**src/rtl/cordic_iter_state_reg.sv**
```systemverilog
// rtl/cordic_iter_state_reg.sv - x/y/z and iteration-index register bank for the iterative CORDIC core
module cordic_iter_state_reg #(
   parameter int WIDTH = 16,
   parameter int ITERS = 16,
   parameter int CNT_W = 4
) (
   input  logic             clk,
   input  logic             rst,
   input  logic             start,
   input  logic             abort,
   input  logic             ack,
   input  logic [WIDTH-1:0] x0,
   input  logic [WIDTH-1:0] y0,
   input  logic [WIDTH-1:0] z0,
   input  logic [WIDTH-1:0] x_nxt,
   input  logic [WIDTH-1:0] y_nxt,
   input  logic [WIDTH-1:0] z_nxt,
   output logic [WIDTH-1:0] x,
   output logic [WIDTH-1:0] y,
   output logic [WIDTH-1:0] z,
   output logic [CNT_W-1:0] iter,
   output logic             busy,
   output logic             done
);

   localparam logic [1:0] S_IDLE = 2'd0;
   localparam logic [1:0] S_RUN  = 2'd1;
   localparam logic [1:0] S_DONE = 2'd2;

   // Index of the final micro-rotation; reaching it ends the operation.
   localparam logic [CNT_W-1:0] ITER_LAST = CNT_W'(ITERS - 1);

   logic [1:0]       state;
   logic [1:0]       state_nxt;
   logic [CNT_W-1:0] iter_nxt;
   logic             load;
   logic             capture;

   // Next-state decode: load on accepted start, capture on every non-aborted RUN cycle.
   always_comb begin
      state_nxt = state;
      iter_nxt  = iter;
      load      = 1'b0;
      capture   = 1'b0;
      case (state)
         S_IDLE: begin
            if (start) begin
               load      = 1'b1;
               iter_nxt  = '0;
               state_nxt = S_RUN;
            end
         end
         S_RUN: begin
            if (abort) begin
               iter_nxt  = '0;
               state_nxt = S_IDLE;
            end else begin
               capture = 1'b1;
               if (iter == ITER_LAST) begin
                  iter_nxt  = '0;
                  state_nxt = S_DONE;
               end else begin
                  iter_nxt = iter + CNT_W'(1);
               end
            end
         end
         S_DONE: begin
            if (start) begin
               load      = 1'b1;
               iter_nxt  = '0;
               state_nxt = S_RUN;
            end else if (ack) begin
               state_nxt = S_IDLE;
            end
         end
         default: begin
            iter_nxt  = '0;
            state_nxt = S_IDLE;
         end
      endcase
   end

   // Control registers; busy/done are flopped copies of the next-state decode so they stay glitch-free.
   always_ff @(posedge clk or posedge rst) begin
      if (rst) begin
         state <= S_IDLE;
         iter  <= '0;
         busy  <= 1'b0;
         done  <= 1'b0;
      end else begin
         state <= state_nxt;
         iter  <= iter_nxt;
         busy  <= (state_nxt == S_RUN);
         done  <= (state_nxt == S_DONE);
      end
   end

   // Vector registers: operands on load, rotation-stage outputs on capture, otherwise hold.
   always_ff @(posedge clk or posedge rst) begin
      if (rst) begin
         x <= '0;
         y <= '0;
         z <= '0;
      end else if (load) begin
         x <= x0;
         y <= y0;
         z <= z0;
      end else if (capture) begin
         x <= x_nxt;
         y <= y_nxt;
         z <= z_nxt;
      end
   end

endmodule

```
**config.mk**
```make
export PLATFORM = sky130hd
export DESIGN_NAME = cordic_iter_state_reg
export DESIGN_NICKNAME = d
export VERILOG_FILES = /design/src/rtl/cordic_iter_state_reg.sv
export SDC_FILE = /design/constraint.sdc
export NUM_CORES = 1
export LEC_CHECK = 0
export CAP_MARGIN = 15
export CORE_MARGIN = 3
export CORE_UTILIZATION = 35
export CTS_CLUSTER_DIAMETER = 150
export CTS_CLUSTER_SIZE = 40
export DETAILED_ROUTE_END_ITERATION = 12
export PLACE_DENSITY = 0.75
export SLEW_MARGIN = 20
export SYNTH_ARGS = -nofsm -noshare
export SYNTH_HDL_FRONTEND = slang
export SYNTH_SLANG_ARGS = --single-unit
export TNS_END_PERCENT = 10
```
**constraint.sdc**
```tcl
create_clock -name clk -period 2 [get_ports clk]
set_clock_uncertainty 0.05 [all_clocks]
set_input_delay 0.2 -clock clk [delete_from_list [all_inputs] [get_ports clk]]
set_output_delay 0.2 -clock clk [all_outputs]
set_load 0.01 [all_outputs]
```
==> impl_metrics.tcl, run 1 <==
set metrics [dict create \
    status "completed" \
    clk_pin_slew_worst_paths_ns 0.09 \
    start_util_pct 36.2 \
    cts.htree.levels 2 \
    static_leakage_nw 1.73 \
    grt_setup_unrepaired "no" \
    post-synth-top-area-fraction_pct 53.1 \
    synth-seq-cells 56 \
    topRoutingLayerUsed "met4" \
    antenna_cells_inserted 0 \
    cp_top_family "buffers and inverters" \
    clk_path_buf_depth 2 \
    synth.cell_area_um2 2640 \
    synth_sequential_area_ratio_pct 53.1 \
    clk_root_buffer_cell "clkbuf_8" \
    netlist-cell-type-count 22 \
    synth_top_area_cell "dfrtp_1" \
    floorplan.die.height_um 92.8 \
    worst_case_hold_slack_ns 0.219 \
    timing.critical_path.cells "clkdlybuf4s50_1" \
    antenna_viol_nets_final 0 \
    synth_simple_gate_area_share_pct 13.6 \
    critPathCaptureType "output port" \
    routedLengthMet1_um 2890 \
    layoutNonFillerInstCount 495 \
    synth_compound_area_share_pct 9.82 \
    timing_max_transition_violations_final 0 \
    placed_cells_incl_taps 488 \
    crit_path_start_kind "register" \
    main_combinational_cell_family_by_area_after_synthesis "multiplexers" \
    grt_overflow_total 0 \
    syn-instance-count 248 \
    die_width_um 92.8 \
    route.detailed.drc 0 \
    max_stage_delay_ns 0.57 \
    routed-wl-met3_um 619 \
    grt_max_degree 57 \
    power-per-cell-area_nw_per_um2 801 \
    setup_total_negative_slack_ns 0 \
    synth.area.top_cells "dfrtp_1 (53%), mux2i_1 (18%), a21oi_1 (9.1%)" \
    report.final.setup_viol 0 \
    design.final.nets 498 \
    clkSinkCount 56 \
    via_per_inst 4.94 \
    max-cap-violations 0 \
    grt_pass1_vias 2499 \
    arrival_time_of_data_at_the_critical_path_endpoint_ns 1.31 \
    port_buffers 154 \
    dr.first_iter.drc_count 72 \
    clock_latency_at_the_later_pin_of_the_worst_skew_pair_ns 0.29 \
    fp.dieArea_um2 8620 \
    yosysWarnings 0 \
    finalCritPeriodShare_pct 78.0 \
    antenna_found_initial 0 \
    place.gp.congestion 0.716 \
    vdd_ir_drop_max_uv 428 \
    timing.hold.worst.class "input pin to async pin" \
    synth_mux_area_share_pct 18.2 \
    timing.max_slew.rel_slack_pct 76.6 \
    worst_path_max_delay_cell "clkdlybuf4s50_1" \
    max_slew.worst_pin.slew_ns 0.351 \
    flow.area_growth_from_synthesis_pct 66.9 \
    cts_tree "built" \
    cts_resized 0 \
    totalPowerFinal_w 0.00353 \
    post_synth.cell_area_avg_um2 10.6 \
    met2WireLength_um 3940 \
    via_count 2444 \
    critical_path_class "register to output port" \
    synth.net_count 350 \
    num_rows 31 \
    post_synth_xor_area_fraction_pct 0.332 \
    tritoncts.num_buffers 5 \
    drtPass1Iterations 4 \
    hold_viol 0 \
    cts_setup_buffers 0 \
    placeableCoreArea_um2 7290 \
    ctsHoldBuffers 0 \
    cp_data_required_time_ns 1.75 \
    yosys.area_share.adder_pct 0.474 \
    io_pins 155 \
    place.detailed.hpwl_um 5660 \
    grt_first_pass_wirelength_um 12000 \
    timing.final.crit_period_ns 1.56 \
    grtUsageTotal_pct 17.0 \
    postRouteWirelength_um 7470 \
    timing.critical_path.fanout_max 7 \
    post_route_cells_drive_above_1_share_pct 4.55 \
    wl_per_cell_um 15.1 \
    fmax_mhz 641 \
    path_buf_inv 1 \
]
-- layout by cell type, fill, tap and decap left out --
cell type        count
nand2_1              7
nand4_1              1
nor3_1              48
nor2b_4              1
nor3b_4              1
ha_1                 1
clkdlybuf4s50_1    154
inv_2                1
dfrtp_1             56
buf_12               5
or2_2                1
mux2i_1             48
clkbuf_1             1
xor2_1               1
nand2b_1             3
clkinv_2             1
nand3_1              3
buf_4                3
a21oi_1             48
clkbuf_8             5
nor2_1               1
o21ai_0              2
nand3b_1             3
o32ai_1              1
-- metrics by stage --
step	cell area (um2)	setup WS [ns]	util, %
floorplan	2640	0.379	-
global placement	4330	0.222	59.3
detailed placement	4330	0.175	59.3
CTS	4400	0.412	60.4
global route	4400	0.308	60.4
finish	4400	0.440	60.4
-- area by class of cell --
class | count | area (um2)
fillers | 653 | 2890
repair buffers | 162 | 1660
flip-flops and latches | 56 | 1400
multi-input cells | 170 | 1130
well taps | 99 | 124
clock buffers | 6 | 72.6
clock inverters | 1 | 5.00
inverters | 1 | 3.75
-- sequential cells by signal, summed over array words and instances (netlist names) --
name and cells:
z 16, iter 4, x 16, busy 1, y 16, state 2
done 1
-- power by group --
group	total (W)	leakage (nW)	switching (W)	internal (W)
clock	0.000575	0.0410	0.000335	0.000239
sequential	0.00152	0.638	0.000141	0.00138
combinational	0.00143	1.05	0.000593	0.000839
total	0.00353	1.73	0.00107	0.00246
-- cell usage after synthesis (all sizes together) --
master / n
nand4: 1
nor3b: 1
o21ai: 2
clkbuf: 6
nor2: 1
nand2: 7
nor2b: 1
inv: 1
ha: 1
nor3: 48
nand2b: 3
or2: 1
mux2i: 48
nand3: 3
dfrtp: 56
buf: 15
nand3b: 3
xor2: 1
o32ai: 1
a21oi: 48
-- final timing paths --
| path | slack [ns] | depth (start not counted) | startpoint | end |
|---|---|---|---|---|
| min reg2reg | 0.49 | 2 | z[1] | z[1] |
| min in group clk | 0.48 | 3 | y_nxt[5] | y[5] |
| min | 0.22 | 3 | rst | x[8] |
| max reg2reg | 0.44 | 4 | state[0] | y[2] |
| max in group asynchronous | 1.43 | 3 | rst | z[15] |
| max | 0.44 | 1 | iter[2] | iter[2] |
-- metal layers --
| layer | GRT usage [%] | up-vias |
|---|---|---|
| met1 | 21.0 | 1173 |
| met3 | 5.36 | 2 |
| met5 | 0 | - |
| met2 | 29.2 | 81 |
| met4 | 3.66 | 0 |
| li1 | - | 1188 |
-- logic make-up (layout without fill, tap and decap cells) --
group / after synthesis / in the layout
adders and majority gates: 1 / 1
AOI/OAI and AO/OA: 51 / 51
buffers and inverters: 22 / 170
xor gates and xnor gates: 1 / 1
and+or+nand+nor: 69 / 69
DFF: 56 / 56
muxes: 48 / 48
Power figures use the tool's default switching activity.
==> run 2, diff against run 1 <==
- clock period: 2 -> 1.57 ns (I/O delays scaled with it)
==> run 2 against run 1 <==
Against the previous run: critical path depth unchanged; die area stayed put; sequential power up 28%; worst setup slack got worse by 0.35 ns; non-clock buffer count rose by 12; sequential share of layout area fell by 1.1 points; register-to-register slack lost 0.33 ns; utilization increased by 2.3 points.
==> impl_metrics.tcl, run 2 (synthesized netlist as in run 1, its figures left out) <==
set metrics [dict create \
    cts_tree "built" \
    placement.setup.worst_slack_ns -0.142 \
    postRouteWirelength_um 7750 \
    post_route_cells_drive_above_1_share_pct 8.09 \
    final_cell_mix "clkdlybuf4s50_1 (154), dfrtp_1 (53), mux2i_1 (48), nor3_1 (48), a21oi_1 (48)" \
    largest_registers "x: 16 flops, y: 16 flops, z: 16 flops" \
    die_width_um 92.8 \
    cts.htree.levels 2 \
    max_slew.worst_pin.slew_ns 0.296 \
    report.final.setup_viol 0 \
    hold_viol 0 \
    drtPass1Iterations 4 \
    flow.area_growth_from_synthesis_pct 73.3 \
    grt_setup_unrepaired "no" \
    fp.dieArea_um2 8620 \
    arrival_time_of_data_at_the_critical_path_endpoint_ns 1.28 \
    port_buffers 154 \
    combPwrFrac_pct 41.8 \
    grt_max_degree 57 \
    timing_max_transition_violations_final 0 \
    final_design_instance_area_without_fill_um2 4570 \
    dr.first_iter.drc_count 64 \
    antenna_viol_nets_final 0 \
    power.sequential.fraction_pct 42.3 \
    switchingPower_w 0.00138 \
    worstReg2RegEnd "x[0]" \
    clk_path_buf_depth 2 \
    clk_pin_slew_worst_paths_ns 0.09 \
    static_leakage_nw 1.81 \
    num_rows 31 \
    status "completed" \
    route.detailed.drc 0 \
    timing.hold.worst.class "input pin to async pin" \
    clk_root_buffer_cell "clkbuf_8" \
    ctsHoldBuffers 0 \
    place.detailed.hpwl_um 5680 \
    timing.final.crit_period_ns 1.48 \
    clock_latency_at_the_later_pin_of_the_worst_skew_pair_ns 0.29 \
    timing.critical_path.cells "clkdlybuf4s50_1" \
    p_int_w 0.00321 \
    start_util_pct 36.2 \
    vdd_ir_drop_max_uv 529 \
    via_per_inst 4.89 \
    mostFrequentLayoutCell "clkdlybuf4s50_1" \
    cp.depth 1 \
    design.final.nets 510 \
    grt_overflow_total 0 \
    grtUsageTotal_pct 17.2 \
    finalCritPeriodShare_pct 94.5 \
    io_pins 155 \
    fill_cells 631 \
    cp_data_required_time_ns 1.36 \
    worst_path_max_delay_cell "clkdlybuf4s50_1" \
    worst_slack_ns 0.0861 \
    worstRegToRegCells 7 \
    critPathCaptureType "output port" \
    antenna_cells_inserted 0 \
    ff2ff_setup_slack_ns 0.11 \
    fmax_mhz 674 \
    pwr-share-clk_pct 15.9 \
    power_switching_share_pct 30.1 \
    tritoncts.num_buffers 5 \
    grt_pass1_vias 2542 \
    path_buf_inv 1 \
    timing.max_slew.rel_slack_pct 80.3 \
    crit_path_start_kind "register" \
    worstReg2RegStart "state[0]" \
    cp_top_family "buffers and inverters" \
    antenna_found_initial 0 \
    crit_path_end "iter[2]" \
    wl_per_cell_um 15.3 \
    place_area_um2 4390 \
    clkSinkCount 56 \
    critical_path_class "register to output port" \
    grt_first_pass_wirelength_um 12100 \
    floorplan.die.height_um 92.8 \
    placeableCoreArea_um2 7290 \
    timing.critical_path.fanout_max 7 \
    power-per-cell-area_nw_per_um2 1000 \
    max-cap-violations 0 \
    via_count 2479 \
    place.gp.congestion 0.735 \
    crit_start "iter[2]" \
    max_stage_delay_ns 0.56 \
]
==> run 2: cell types whose count changed in the layout (fill, tap and decap cells not counted), sizes merged <==
cell      previous run  this run
clkinvlp             0         1
buf                  8        18
inv                  1         0
clkbuf               6         8
==> run 2: final cells by class <==
type | count | area (um2) | area share (%)
Timing Repair Buffer | 174 | 1830 | 39.9
Sequential cell | 56 | 1410 | 30.7
Multi-Input combinational cell | 170 | 1130 | 24.8
Inverter | 1 | 7.51 | 0.164
Clock buffer | 6 | 72.6 | 1.59
Clock inverter | 1 | 5.00 | 0.109
Tap cell | 99 | 124 | 2.71
==> run 2: power by group through the flow <==
stage / Combinational [W] / Sequential [W] / Clock [W]
floorplan: 0.000620 / 0.00210 / 0
global placement: 0.00185 / 0.00196 / 0
detailed placement: 0.00188 / 0.00197 / 0
CTS: 0.00188 / 0.00195 / 0.000764
global route: 0.00207 / 0.00199 / 0.000829
finish: 0.00192 / 0.00194 / 0.000730
==> run 2: how the worst min path moves through the flow <==
stage          startpoint     to  slack (ns)  cells past startpoint
2_1_floorplan         rst   busy        0.19                      1
3_3_place_gp         y[2]   y[2]        0.47                      2
3_5_place_dp        z[14]  z[14]        0.48                      2
4_1_cts               rst   y[1]        0.24                      3
5_1_grt               rst   z[9]        0.25                      3
6_report              rst   y[1]        0.23                      3
==> run 2: timing repair <==
action / CTS / global route
resized for setup: 0 / 3
setup endpoints to repair: 0 / 9
buffers inserted: 0 / 3
endpoints found under the hold margin: 0 / 0
==> run 2: per-layer routing <==
metal / global-route usage (%) / vias to the layer above / share of wire (%)
li1: - / 1208 / -
met1: 21.1 / 1182 / 39
met2: 29.4 / 87 / 52
met3: 6.17 / 2 / 8.4
met4: 3.30 / 0 / 0.25
met5: 0 / - / 0
==> run 2: metrics by stage <==
stage          total power (W)  TNS (ns)  util [%]  instances  hold slack, ns
3_3_place_gp           0.00381     -2.94      60.3        495           0.466
3_5_place_dp           0.00385     -4.12      60.3        495           0.479
5_1_grt                0.00489         0      62.7        507           0.249
6_report               0.00459         0      62.7        507           0.229
2_1_floorplan          0.00272         0         -        248           0.187
4_1_cts                0.00459         0      61.3        502           0.236
==> run 3, diff against run 2 <==
- GPL_TIMING_DRIVEN: not set -> 0
==> run 3 against run 2 <==
Against the previous run: first-iteration DRC count fell by 27%; worst hold slack improved by 0.010 ns; utilization fell by 0.86 points; clock power rose by 27%; critical path type is now register to register; highest routed layer unchanged; largest power group unchanged; via count rose by 3.1%; die area did not move; worst setup slack got worse by 0.053 ns; global-route usage rose by 1.3 points; sequential cell count did not move; critical path depth rose by 5; critical endpoint is now z[3].
==> impl_metrics.tcl, run 3 (synthesized netlist as in run 1, its figures left out) <==
set metrics [dict create \
    vdd_ir_drop_max_uv 425 \
    num_rows 31 \
    dr.first_iter.drc_count 47 \
    hold_viol 0 \
    max-cap-violations 0 \
    timing.max_slew.rel_slack_pct 60.5 \
    clkSinkCount 56 \
    grtUsageTotal_pct 18.6 \
    antenna_found_initial 0 \
    fill_cells 648 \
    clk_root_buffer_cell "clkbuf_8" \
    clk_pin_slew_worst_paths_ns 0.10 \
    place.detailed.hpwl_um 6140 \
    port_buffers 154 \
    postRouteWirelength_um 7900 \
    flow.area_growth_from_synthesis_pct 70.9 \
    io_pins 155 \
    p_int_w 0.00332 \
    ctsHoldBuffers 0 \
    max_slew.worst_pin.slew_ns 0.592 \
    fmax_mhz 651 \
    worstRegToRegCells 6 \
    totalPowerFinal_w 0.00474 \
    worst_case_hold_slack_ns 0.239 \
    switchingPower_w 0.00141 \
    place.gp.congestion 0.806 \
    antenna_viol_nets_final 0 \
    tritoncts.num_buffers 5 \
    timing_max_transition_violations_final 0 \
    power_switching_share_pct 29.8 \
    multiInputGateArea_um2 1130 \
    route.detailed.drc 0 \
    placement.setup.worst_slack_ns -0.404 \
    timing.critical_path.fanout_max 10 \
    via_count 2555 \
    register_cell_area_after_layout_um2 1400 \
    largest_registers "x: 16 flops, y: 16 flops, z: 16 flops" \
    combPwrFrac_pct 39.6 \
    critPathCaptureType "register" \
    report.final.setup_viol 0 \
    crit_path_start_kind "register" \
    timing.final.crit_period_ns 1.54 \
    pwr-share-clk_pct 19.6 \
    finalCritPeriodShare_pct 97.9 \
    grt_setup_unrepaired "yes" \
    via_per_inst 4.97 \
    clock_latency_at_the_later_pin_of_the_worst_skew_pair_ns 0.30 \
    arrival_time_of_data_at_the_critical_path_endpoint_ns 1.71 \
    finalCoreUtilization_pct 61.9 \
    power.sequential.fraction_pct 40.8 \
    timing.hold.worst.class "input pin to async pin" \
    die_width_um 92.8 \
    post_route_cells_drive_above_1_share_pct 9.16 \
    fp.dieArea_um2 8620 \
    static_leakage_nw 1.81 \
    cp_data_required_time_ns 1.75 \
    layoutNonFillerInstCount 514 \
    grt_first_pass_wirelength_um 12900 \
    cts_tree "built" \
    antenna_cells_inserted 0 \
    final_cell_mix "clkdlybuf4s50_1 (154), dfrtp_1 (55), mux2i_1 (48), nor3_1 (48), a21oi_1 (46)" \
    placeableCoreArea_um2 7290 \
    grt_pass1_vias 2590 \
    placed_cells_incl_taps 502 \
    wl_per_cell_um 15.4 \
    start_util_pct 36.2 \
    design.final.nets 516 \
    status "completed" \
    power-per-cell-area_nw_per_um2 1050 \
    mostFrequentLayoutCell "clkdlybuf4s50_1" \
    floorplan.die.height_um 92.8 \
    worst_slack_ns 0.0334 \
    clk_path_buf_depth 2 \
    grt_overflow_total 0 \
    cts.htree.levels 2 \
    drtPass1Iterations 4 \
    critical_path_class "register to register" \
    grt_max_degree 32 \
]
[run 3: changes by cell type in the layout (fill, tap and decap cells not counted), sizes merged]
cell / previous run / this run
buf: 18 / 20
bufinv: 0 / 1
clkbuf: 8 / 12
[run 3: worst paths after layout]
check,start,to,slack (ns)
worst max-delay path,state[0],z[3],0.03
worst min-delay path,rst,y[4],0.24
worst max register to register,state[0],z[3],0.03
worst min register to register,y[10],y[10],0.50
max in group asynchronous,rst,iter[2],0.68
min in group clk,y_nxt[3],y[3],0.43
[run 3: through the flow]
| stage | TNS (ns) | area [um2] |
|---|---|---|
| 2_1_floorplan | 0 | 2640 |
| 3_3_place_gp | -17.05 | 4310 |
| 3_5_place_dp | -17.66 | 4330 |
| 4_1_cts | 0 | 4500 |
| 5_1_grt | -0.539 | 4510 |
| 6_report | 0 | 4510 |
[run 3: timing repair]
action | in CTS | in global routing
resized for setup | 11 | 12
pin swaps | 1 | 0
buffers inserted | 4 | 0
endpoints found under the setup margin | 53 | 46
[run 3: cell type report]
class / count / area share, %
clock buffers: 6 / 1.61
inverters: 1 / 0.166
multi-input cells: 170 / 25.1
flip-flops and latches: 56 / 31.1
plain buffers: 21 / 3.22
repair buffers: 159 / 35.3
well taps: 99 / 2.75
clock inverters: 2 / 0.777
[run 3: layer usage]
layer / track usage, % / vias up / part of all wire, %
li1: - / 1228 / -
met1: 22.8 / 1224 / 39
met2: 31.8 / 98 / 51
met3: 6.42 / 5 / 8.8
met4: 3.30 / 0 / 0.72
met5: 0 / - / 0
[run 3: power groups by stage]
stage | logic [W] | registers, W | clock network (W)
floorplan | 0.000620 | 0.00210 | 0
global placement | 0.00181 | 0.00195 | 0
CTS | 0.00190 | 0.00193 | 0.000957
finish | 0.00188 | 0.00193 | 0.000927
global route | 0.00204 | 0.00198 | 0.00100
detailed placement | 0.00185 | 0.00196 | 0
[run 3: critical path, stage by stage, from the launching register on]
cell and delay, ns:
dfrtp_1 0.42, nor3b_4 0.16, buf_4 0.15, or2_1 0.24, buf_6 0.16, buf_6 0.14
a21oi_1 0.14
